### src/rtl/smg_pkg.sv
// Shared types and constants for the binary-to-BCD converter feeding the seven-segment scanner.
package smg_pkg;

  typedef enum logic [1:0] {
    IDLE  = 2'd0,
    SHIFT = 2'd1,
    DONE  = 2'd2
  } state_t;

  localparam logic [3:0] BCD_BLANK     = 4'hF;
  localparam logic [3:0] BCD_MAX_DIGIT = 4'd9;

  // Largest value representable in the given number of decimal digits (10^digits - 1).
  function automatic longint unsigned smg_limit(input int unsigned digits);
    longint unsigned v;
    v = 64'd1;
    for (int unsigned i = 0; i < digits; i++) begin
      v = v * 64'd10;
    end
    return v - 64'd1;
  endfunction

endpackage

### src/rtl/smg_bcd_add3.sv
// Double-dabble digit correction: adds 3 to a BCD nibble that is 5 or more.
module smg_bcd_add3 (
  input  logic [3:0] digit,
  output logic [3:0] adjusted_c
);

  // Input never exceeds 9, so the 4-bit sum cannot carry out.
  assign adjusted_c = (digit >= 4'd5) ? digit + 4'd3 : digit;

endmodule

### src/rtl/smg_bin2bcd_module.sv
// Iterative binary-to-packed-BCD converter with start/done handshake and saturation.
// Optional leading-zero blanking is enabled by defining SMG_LEADING_BLANK_EN.
module smg_bin2bcd_module
  import smg_pkg::*;
#(
  parameter int unsigned BIN_W  = 20,
  parameter int unsigned DIGITS = 6
) (
  input  logic                  CLOCK,
  input  logic                  RST,
  input  logic                  Start_Sig,
  input  logic [BIN_W-1:0]      Bin_Data,
  output logic                  Busy_Sig,
  output logic                  Done_Sig,
  output logic                  Ovf_Sig,
  output logic [4*DIGITS-1:0]   Number_Sig
);

  localparam int unsigned     NUM_W = 4 * DIGITS;
  localparam int unsigned     CNT_W = $clog2(BIN_W + 1);
  localparam longint unsigned LIMIT = smg_limit(DIGITS);
  localparam logic [NUM_W-1:0] SAT_VALUE = {DIGITS{BCD_MAX_DIGIT}};

  state_t             state_q, state_d;
  logic [CNT_W-1:0]   cnt_q, cnt_d;
  logic [NUM_W-1:0]   bcd_q, bcd_d;
  logic [BIN_W-1:0]   bin_q, bin_d;
  logic [BIN_W-1:0]   data_q, data_d;
  logic [NUM_W-1:0]   number_q, number_d;
  logic               done_q, done_d;
  logic               busy_q, busy_d;
  logic               ovf_q, ovf_d;

  logic [NUM_W-1:0]   bcd_adj_c;
  logic [NUM_W-1:0]   blank_c;
  logic               sat_c;

  // Per-digit +3 correction applied before each shift.
  for (genvar g = 0; g < int'(DIGITS); g++) begin : g_add3
    smg_bcd_add3 u_add3 (
      .digit      (bcd_q[4*g +: 4]),
      .adjusted_c (bcd_adj_c[4*g +: 4])
    );
  end

  assign sat_c = 64'(data_q) > LIMIT;

`ifdef SMG_LEADING_BLANK_EN
  logic lead_c;

  // Blank zero digits from the MSD down until the first non-zero; digit 0 always shows.
  always_comb begin
    blank_c = bcd_q;
    lead_c  = 1'b1;
    for (int i = int'(DIGITS) - 1; i >= 1; i--) begin
      if (lead_c && (bcd_q[4*i +: 4] == 4'd0)) begin
        blank_c[4*i +: 4] = BCD_BLANK;
      end else begin
        lead_c = 1'b0;
      end
    end
  end
`else
  assign blank_c = bcd_q;
`endif

  always_comb begin
    state_d  = state_q;
    cnt_d    = cnt_q;
    bcd_d    = bcd_q;
    bin_d    = bin_q;
    data_d   = data_q;
    number_d = number_q;
    done_d   = 1'b0;
    busy_d   = busy_q;
    ovf_d    = ovf_q;

    case (state_q)
      IDLE: begin
        if (Start_Sig) begin
          bin_d   = Bin_Data;
          data_d  = Bin_Data;
          bcd_d   = '0;
          cnt_d   = CNT_W'(BIN_W);
          busy_d  = 1'b1;
          state_d = SHIFT;
        end
      end
      SHIFT: begin
        bcd_d = {bcd_adj_c[NUM_W-2:0], bin_q[BIN_W-1]};
        bin_d = {bin_q[BIN_W-2:0], 1'b0};
        cnt_d = cnt_q - CNT_W'(1);
        if (cnt_q == CNT_W'(1)) begin
          state_d = DONE;
        end
      end
      DONE: begin
        number_d = sat_c ? SAT_VALUE : blank_c;
        ovf_d    = sat_c;
        done_d   = 1'b1;
        busy_d   = 1'b0;
        state_d  = IDLE;
      end
      default: begin
        state_d = IDLE;
      end
    endcase
  end

  always_ff @(posedge CLOCK) begin
    if (RST) begin
      state_q  <= IDLE;
      cnt_q    <= '0;
      bcd_q    <= '0;
      bin_q    <= '0;
      data_q   <= '0;
      number_q <= '0;
      done_q   <= 1'b0;
      busy_q   <= 1'b0;
      ovf_q    <= 1'b0;
    end else begin
      state_q  <= state_d;
      cnt_q    <= cnt_d;
      bcd_q    <= bcd_d;
      bin_q    <= bin_d;
      data_q   <= data_d;
      number_q <= number_d;
      done_q   <= done_d;
      busy_q   <= busy_d;
      ovf_q    <= ovf_d;
    end
  end

  assign Number_Sig = number_q;
  assign Done_Sig   = done_q;
  assign Busy_Sig   = busy_q;
  assign Ovf_Sig    = ovf_q;

endmodule

### config.mk
export PLATFORM = sky130hd
export DESIGN_NAME = smg_bin2bcd_module
export DESIGN_NICKNAME = d
export VERILOG_FILES = /design/src/rtl/smg_pkg.sv /design/src/rtl/smg_bcd_add3.sv /design/src/rtl/smg_bin2bcd_module.sv
export SDC_FILE = /design/constraint.sdc
export NUM_CORES = 1
export LEC_CHECK = 0
export CAP_MARGIN = 0
export CORE_MARGIN = 5
export CORE_UTILIZATION = 55
export CTS_CLUSTER_DIAMETER = 50
export DETAILED_ROUTE_END_ITERATION = 10
export HOLD_SLACK_MARGIN = 0.06
export PLACE_DENSITY = 0.79
export SKIP_CTS_REPAIR_TIMING = 1
export SLEW_MARGIN = 20
export SYNTH_ARGS = -nofsm -noshare
export SYNTH_HDL_FRONTEND = slang
export SYNTH_HIERARCHICAL = 1
export SYNTH_SLANG_ARGS = --single-unit
### constraint.sdc
create_clock -name CLOCK -period 2 [get_ports CLOCK]
set_input_delay 0.4 -clock CLOCK [delete_from_list [all_inputs] [get_ports CLOCK]]
set_output_delay 0.4 -clock CLOCK [all_outputs]
set_load 0.03 [all_outputs]
Word level (Yosys, flattened, before mapping)
Index checks and enable logic that the tools add are counted.

Logic and storage cells: 54. Input port bits: 23. Output and inout bits: 27. Register bits: 98.

Multiplexer cells: 19. Reductions and logical operators: 7. Add/subtract/negate cells: 7. Equal/unequal tests: 5. Order comparisons: 7.

Operators by type and width (number): $mux 24 (2); $pmux 24 s2 (1); $pmux 20 s2 (1); $ge 4x3->1 const B (6); $add 4x2->4 const B (5); $gt 20x20->1 const B (1); $mux 20 (1); $mux 4 (5); $pmux 5 s2 (1); $reduce_and 2->1 (4); $eq 5x1->1 const B (1); $mux 5 (1); $sub 5x1->5 const B (1); $mux 2 (2); $ne 2x2->1 const B (2); $pmux 2 s2 (1); $reduce_bool 2->1 (2); $add 3x2->3 const B (1); $mux 3 (1); $eq 2x1->1 const B (1); $eq 2x2->1 const B (1); $logic_not 2->1 (1); $mux 1 (2); $pmux 1 s2 (1).

Longest topological paths before layout
Gate-level depths: netlist (run 1).

Depth in word-level cells: 3. Depth in mapped cells: 7.

By module
Netlist (run 1), hierarchy kept.

By module, submodules not included: smg_bin2bcd_module (area each 3305.7 µm², cells each 374, seq. area each 1841.8 µm², instances 1); smg_bcd_add3 (area each 101.3 µm², cells each 16, seq. area each 0.0 µm², instances 6).

Least setup slack after synthesis (run 1)
No wires, ideal clock.

Path type: input-to-reg. Start point: in Start_Sig. End point: reg bcd_q[5]. Library setup time: 0.132 ns. Path buffers: 2. Required time: 1.868 ns. Cell stages on the path: 5. Arrival: 1.261 ns. Slack: 0.607 ns. Cells stage by stage: or3b_2 > clkbuf_1 > buf_2 > nand3_1 > a21oi_1.

Word-level cells in the longest chain between the ends: 2.

Ends and longest elaborated chain: start: declaration (RTL line smg_bin2bcd_module.sv:11) `input logic Start_Sig,`; $ne 2x2->1 (no line); $reduce_and 2->1 (no line); end signal: assignment (RTL line smg_bin2bcd_module.sv:114) `bcd_q <= '0;`; end signal: assignment (RTL line smg_bin2bcd_module.sv:124) `bcd_q <= bcd_d;`; end: declaration (RTL line smg_bin2bcd_module.sv:26) `logic [NUM_W-1:0] bcd_q, bcd_d;`.

Every way passes these cells. A chain may end at the register's enable or synchronous reset.

Worst setup path after layout (run 1)
Start point: reg ovf_q (netlist: Ovf_Sig). End point: out Ovf_Sig.

RTL lines: start: declaration (RTL line smg_bin2bcd_module.sv:32) `logic ovf_q, ovf_d;`; start signal: assignment (RTL line smg_bin2bcd_module.sv:130) `ovf_q <= ovf_d;`; end: declaration (RTL line smg_bin2bcd_module.sv:15) `output logic Ovf_Sig,`.

No word-level cell between the ends.

==> summary.txt, run 1 <==
outcome -> finished clean
routed wl met2 -> 4.230 mm
Leak Pwr -> 1.745 nW
Tot GR Track Use -> 20.57%
Post-DRT Antenna Nets -> 0
Final GP Congestion -> 0.7694
Hold Path Class -> in -> reg
Final WS setup -> 0.2006 ns
Slew @ Worst Pin -> 0.9343 ns
syn nets -> 503
vias in the first global route -> 3257
Initial Utilization -> 57.00%
FMAX -> 555.7 MHz
worst skew pair latency -> 0.36 ns
setup tns final -> 0 ns
Final Power -> 3.293 mW
die area -> 0.008862 mm2
Mapped Area -> 0.003894 mm2
top sig layer -> met4
DRC violations left -> 0
H-tree lvl count -> 3
unrepaired setup endpoints after global routing -> no
Clock Path Buffers -> 2
Cells after Synth -> 466
peak fanout along the critical path -> 2
min cycle time layout -> 1.799 ns
Critical Path AT -> 1.40 ns
internal reg-to-reg setup slack -> 0.29 ns
clock sink count -> 92
FILL cells -> 577
Worst setup SP type -> flip-flop
Vias -> 3277
CTS tree -> done
clock root cell -> clkbuf_8
M1 WL -> 3.699 mm
crit-path leading delay family -> buffers and inverters
reg-to-reg endpoint -> Number_Sig[14]
Die Ht -> 94.14 um
WL/cell -> 14.06 um
Layout area overhead -> 18.61%
share of layout cells above drive strength 1 -> 7.436%
synth warn -> 6
cell count along the critical path -> 1
commonest non-fill, non-tap cell in the layout -> nand2_1
Worst Setup End Kind -> output port
vias per cell -> 5.399
IO Pins -> 50
DP HPWL -> 5.852 mm
final WL -> 8.533 mm
pin count of the biggest net entering global routing -> 37
final setup vio count -> 0
Non-Filler Instances -> 607
Iter 0 DRT Violations -> 188
peak supply drop -> 0.0005026 V
Worst Path Required -> 1.60 ns
largest stage delay on the critical path -> 0.68 ns
most frequent cells in the layout -> 110 x nand2_1, 92 x dfxtp_1, 48 x clkdlybuf4s50_1
# diodes -> 0
placed cell count -> 594
total grt overflow -> 0
antenna violations before repair -> 0
CP Buf/Inv Count -> 1
worst r2r path cells -> 4
Core Region -> 0.006832 mm2
WL met3 -> 472 um
CTS buffer count -> 9
Cell Chain, Critical Path -> clkdlybuf4s50_1
port bufs -> 49
first drt pass iteration count -> 4
period utilization -> 89.97%
Mean Syn Cell Area -> 8.356 um2
tightest hold margin -> 0.4147 ns
Power Density -> 713.0 mW/mm2
Worst Setup SP -> Ovf_Sig
first-pass GRT wire length -> 14.48 mm
Worst Clk Skew -> 0.009177 ns
Final nets -> 546
CP Capture Point -> Ovf_Sig
die width -> 94.14 um
endpoints failing hold -> 0
max cap viols -> 0
CTS clk-pin slew, worst paths -> 0.08 ns
RR Startpoint -> state_q[0]
max-slew violation count -> 0
WS Path Type -> reg -> out
post-place setup slack -> -0.1038 ns
max_slew headroom -> 37.38%
Crit-path slowest cell -> clkdlybuf4s50_1
standard-cell rows -> 30
[worst min path at each step]
stage                           from          to  cells past startpoint
final                            RST   bcd_q[17]                      2
after global routing             RST   bcd_q[18]                      2
after CTS                        RST   bcd_q[22]                      2
after detailed placement    bin_q[0]    bin_q[0]                      2
after global placement    data_q[12]  data_q[12]                      2
after floorplan           data_q[13]  data_q[13]                      2
[worst reg2reg max path: cells and delay by family (launching register included)]
kind / cells / cell delay, ns
simple gates: 2 / 0.78
flops: 1 / 0.45
compound gates: 1 / 0.27
buf+inv: 1 / 0.17
[stage by stage]
step	area, um2	util (%)
detailed placement	4473	65.48
global placement	4473	65.48
global route	4618	67.60
floorplan	3894	-
CTS	4618	67.60
finish	4618	67.60
[report_power, final]
part           switching (mW)  internal [mW]  total [mW]
Sequential             0.0396           1.89        1.93
Combinational           0.192          0.127       0.319
Clock                   0.613          0.428        1.04
[sequential cells by signal, summed over array words and instances (netlist names)]
signal,cells
Busy_Sig,1
Done_Sig,1
Number_Sig,24
Ovf_Sig,1
bcd_q,24
bin_q,20
cnt_q,5
data_q,14
state_q,2
[per-layer routing]
metal / GRT usage [%] / vias to the layer above
li1: - / 1656
met1: 24.50 / 1531
met2: 35.70 / 81
met3: 4.968 / 9
met4: 7.581 / 0
met5: 0 / -
[cell type report]
type / count / area, um2 / share of cell area [%]
multi-input cells: 329 / 1863 / 40.34
flip-flops and latches: 92 / 1842 / 39.88
repair buffers: 61 / 588.1 / 12.73
clock buffers: 10 / 127.6 / 2.763
well taps: 96 / 120.1 / 2.601
inverters: 16 / 60.06 / 1.300
clock inverters: 3 / 17.52 / 0.3793
No activity file was read; power rests on OpenSTA's default activity.
==> inputs of run 2 (changes only) <==
Settings changed: CTS_CLUSTER_DIAMETER 50 to 100, GPL_TIMING_DRIVEN set to 0.
==> summary.txt, run 2 (same netlist as run 1, synthesis figures left out) <==
outcome -> finished clean
Crit-path slowest cell -> clkdlybuf4s50_1
Clock power frac -> 37.6%
Initial Utilization -> 57.00%
unrepaired setup endpoints after global routing -> no
Worst Path Required -> 2.28 ns
clock sink count -> 92
Final nets -> 563
standard-cell rows -> 30
final setup vio count -> 0
max cap viols -> 0
max-slew violation count -> 0
final WL -> 8.704 mm
CTS clk-pin slew, worst paths -> 0.09 ns
WL/cell -> 13.88 um
Non-Filler Instances -> 627
combinational fraction of design power -> 9.0%
cell internal pwr -> 2.758 mW
Critical Path AT -> 2.10 ns
peak fanout along the critical path -> 10
Vias -> 3342
commonest non-fill, non-tap cell in the layout -> nand2_1
Layout area overhead -> 21.30%
pin count of the biggest net entering global routing -> 15
Worst setup SP type -> input pin
endpoints failing hold -> 0
WS Path Type -> in -> reg
vias in the first global route -> 3249
Placed Instance Area -> 0.004504 mm2
Final Cell Area -> 0.004723 mm2
Slew @ Worst Pin -> 0.5326 ns
vias per cell -> 5.330
# diodes -> 0
DP HPWL -> 6.214 mm
CTS tree -> done
min cycle time layout -> 1.822 ns
Clock Path Buffers -> 2
worst skew pair latency -> 0.35 ns
Tot GR Track Use -> 20.91%
FMAX -> 548.9 MHz
Final GP Congestion -> 0.8096
die area -> 0.008862 mm2
crit-path leading delay family -> buffers and inverters
Hold Path Class -> reg -> reg
post-place setup slack -> -0.3228 ns
largest stage delay on the critical path -> 0.53 ns
most frequent cells in the layout -> 110 x nand2_1, 92 x dfxtp_1, 49 x clkdlybuf4s50_1
first-pass GRT wire length -> 14.72 mm
Power Density -> 766.8 mW/mm2
period utilization -> 91.10%
Leak Pwr -> 1.797 nW
H-tree lvl count -> 3
first drt pass iteration count -> 4
Cell Chain, Critical Path -> clkdlybuf4s50_1 -> nor3b_2 -> clkbuf_1 -> nand2_1 -> a31oi_1
Iter 0 DRT Violations -> 179
Die Ht -> 94.14 um
DRC violations left -> 0
Core Region -> 0.006832 mm2
Psw -> 0.8633 mW
port bufs -> 49
FILL cells -> 563
Post-DRT Antenna Nets -> 0
Final Power -> 3.622 mW
die width -> 94.14 um
Worst Setup End Kind -> flip-flop
placed cell count -> 611
antenna violations before repair -> 0
clock root cell -> clkbuf_8
CTS buffer count -> 9
Final WS setup -> 0.1781 ns
peak supply drop -> 0.0004442 V
max_slew headroom -> 64.49%
CP Buf/Inv Count -> 2
switching share of power -> 23.84%
total grt overflow -> 0
IO Pins -> 50
share of layout cells above drive strength 1 -> 7.721%
Seq pwr share -> 53.3%
Worst Clk Skew -> 0.008926 ns
[run 2: changes by cell type in the layout (fill, tap and decap cells not counted), moves of 2 or more]
cell	previous run	this run
clkbuf_1	1	14
buf_2	1	12
buf_4	11	2
buf_1	0	2
bufinv_16	0	2
[run 2: stage by stage]
stage	hold slack [ns]	setup TNS (ns)	utilization, %
4_1_cts	0.4604	0	69.12
3_3_place_gp	0.4424	-7.369	65.93
6_report	0.4587	0	69.14
5_1_grt	0.4796	0	69.14
2_1_floorplan	0.4360	0	-
3_5_place_dp	0.4484	-9.129	65.93
[run 2: power groups by stage]
stage,registers (mW),clock network [mW],logic [mW]
floorplan,1.97,0,0.200
global placement,1.97,0,0.319
detailed placement,1.97,0,0.327
CTS,1.93,1.39,0.329
global route,1.94,1.49,0.368
finish,1.93,1.36,0.327
[run 2: final timing paths]
kind | start | endpoint | slack (ns) | cells after the start
hold / removal | bin_q[0] | bin_q[0] | 0.46 | 2
setup reg to reg | state_q[1] | bin_q[14] | 0.40 | 4
hold reg to reg | bin_q[0] | bin_q[0] | 0.46 | 2
setup / recovery | Start_Sig | bin_q[14] | 0.18 | 5
[run 2: metal layers]
| metal | up-vias | share of wire (%) | GRT usage [%] |
|---|---|---|---|
| met5 | - | 0 | 0 |
| met1 | 1554 | 44 | 25.34 |
| met3 | 14 | 5.1 | 4.006 |
| li1 | 1689 | - | - |
| met2 | 85 | 49 | 35.82 |
| met4 | 0 | 1.5 | 9.146 |
[run 2: area by class of cell]
cell class | instances | area (um2) | area share [%]
Clock buffer | 12 | 145.1 | 3.073
Buffer | 29 | 132.6 | 2.808
Sequential cell | 92 | 1842 | 38.99
Timing Repair Buffer | 49 | 490.5 | 10.38
Multi-Input combinational cell | 329 | 1861 | 39.39
Tap cell | 96 | 120.1 | 2.543
Clock inverter | 4 | 72.57 | 1.536
Inverter | 16 | 60.06 | 1.272
[run 2: worst register-to-register path, stage by stage, from the launching register on]
cell      delay (ns)
dfxtp_1         0.36
nor3b_2         0.41
clkbuf_1        0.41
nand2_1         0.16
a31oi_1         0.19
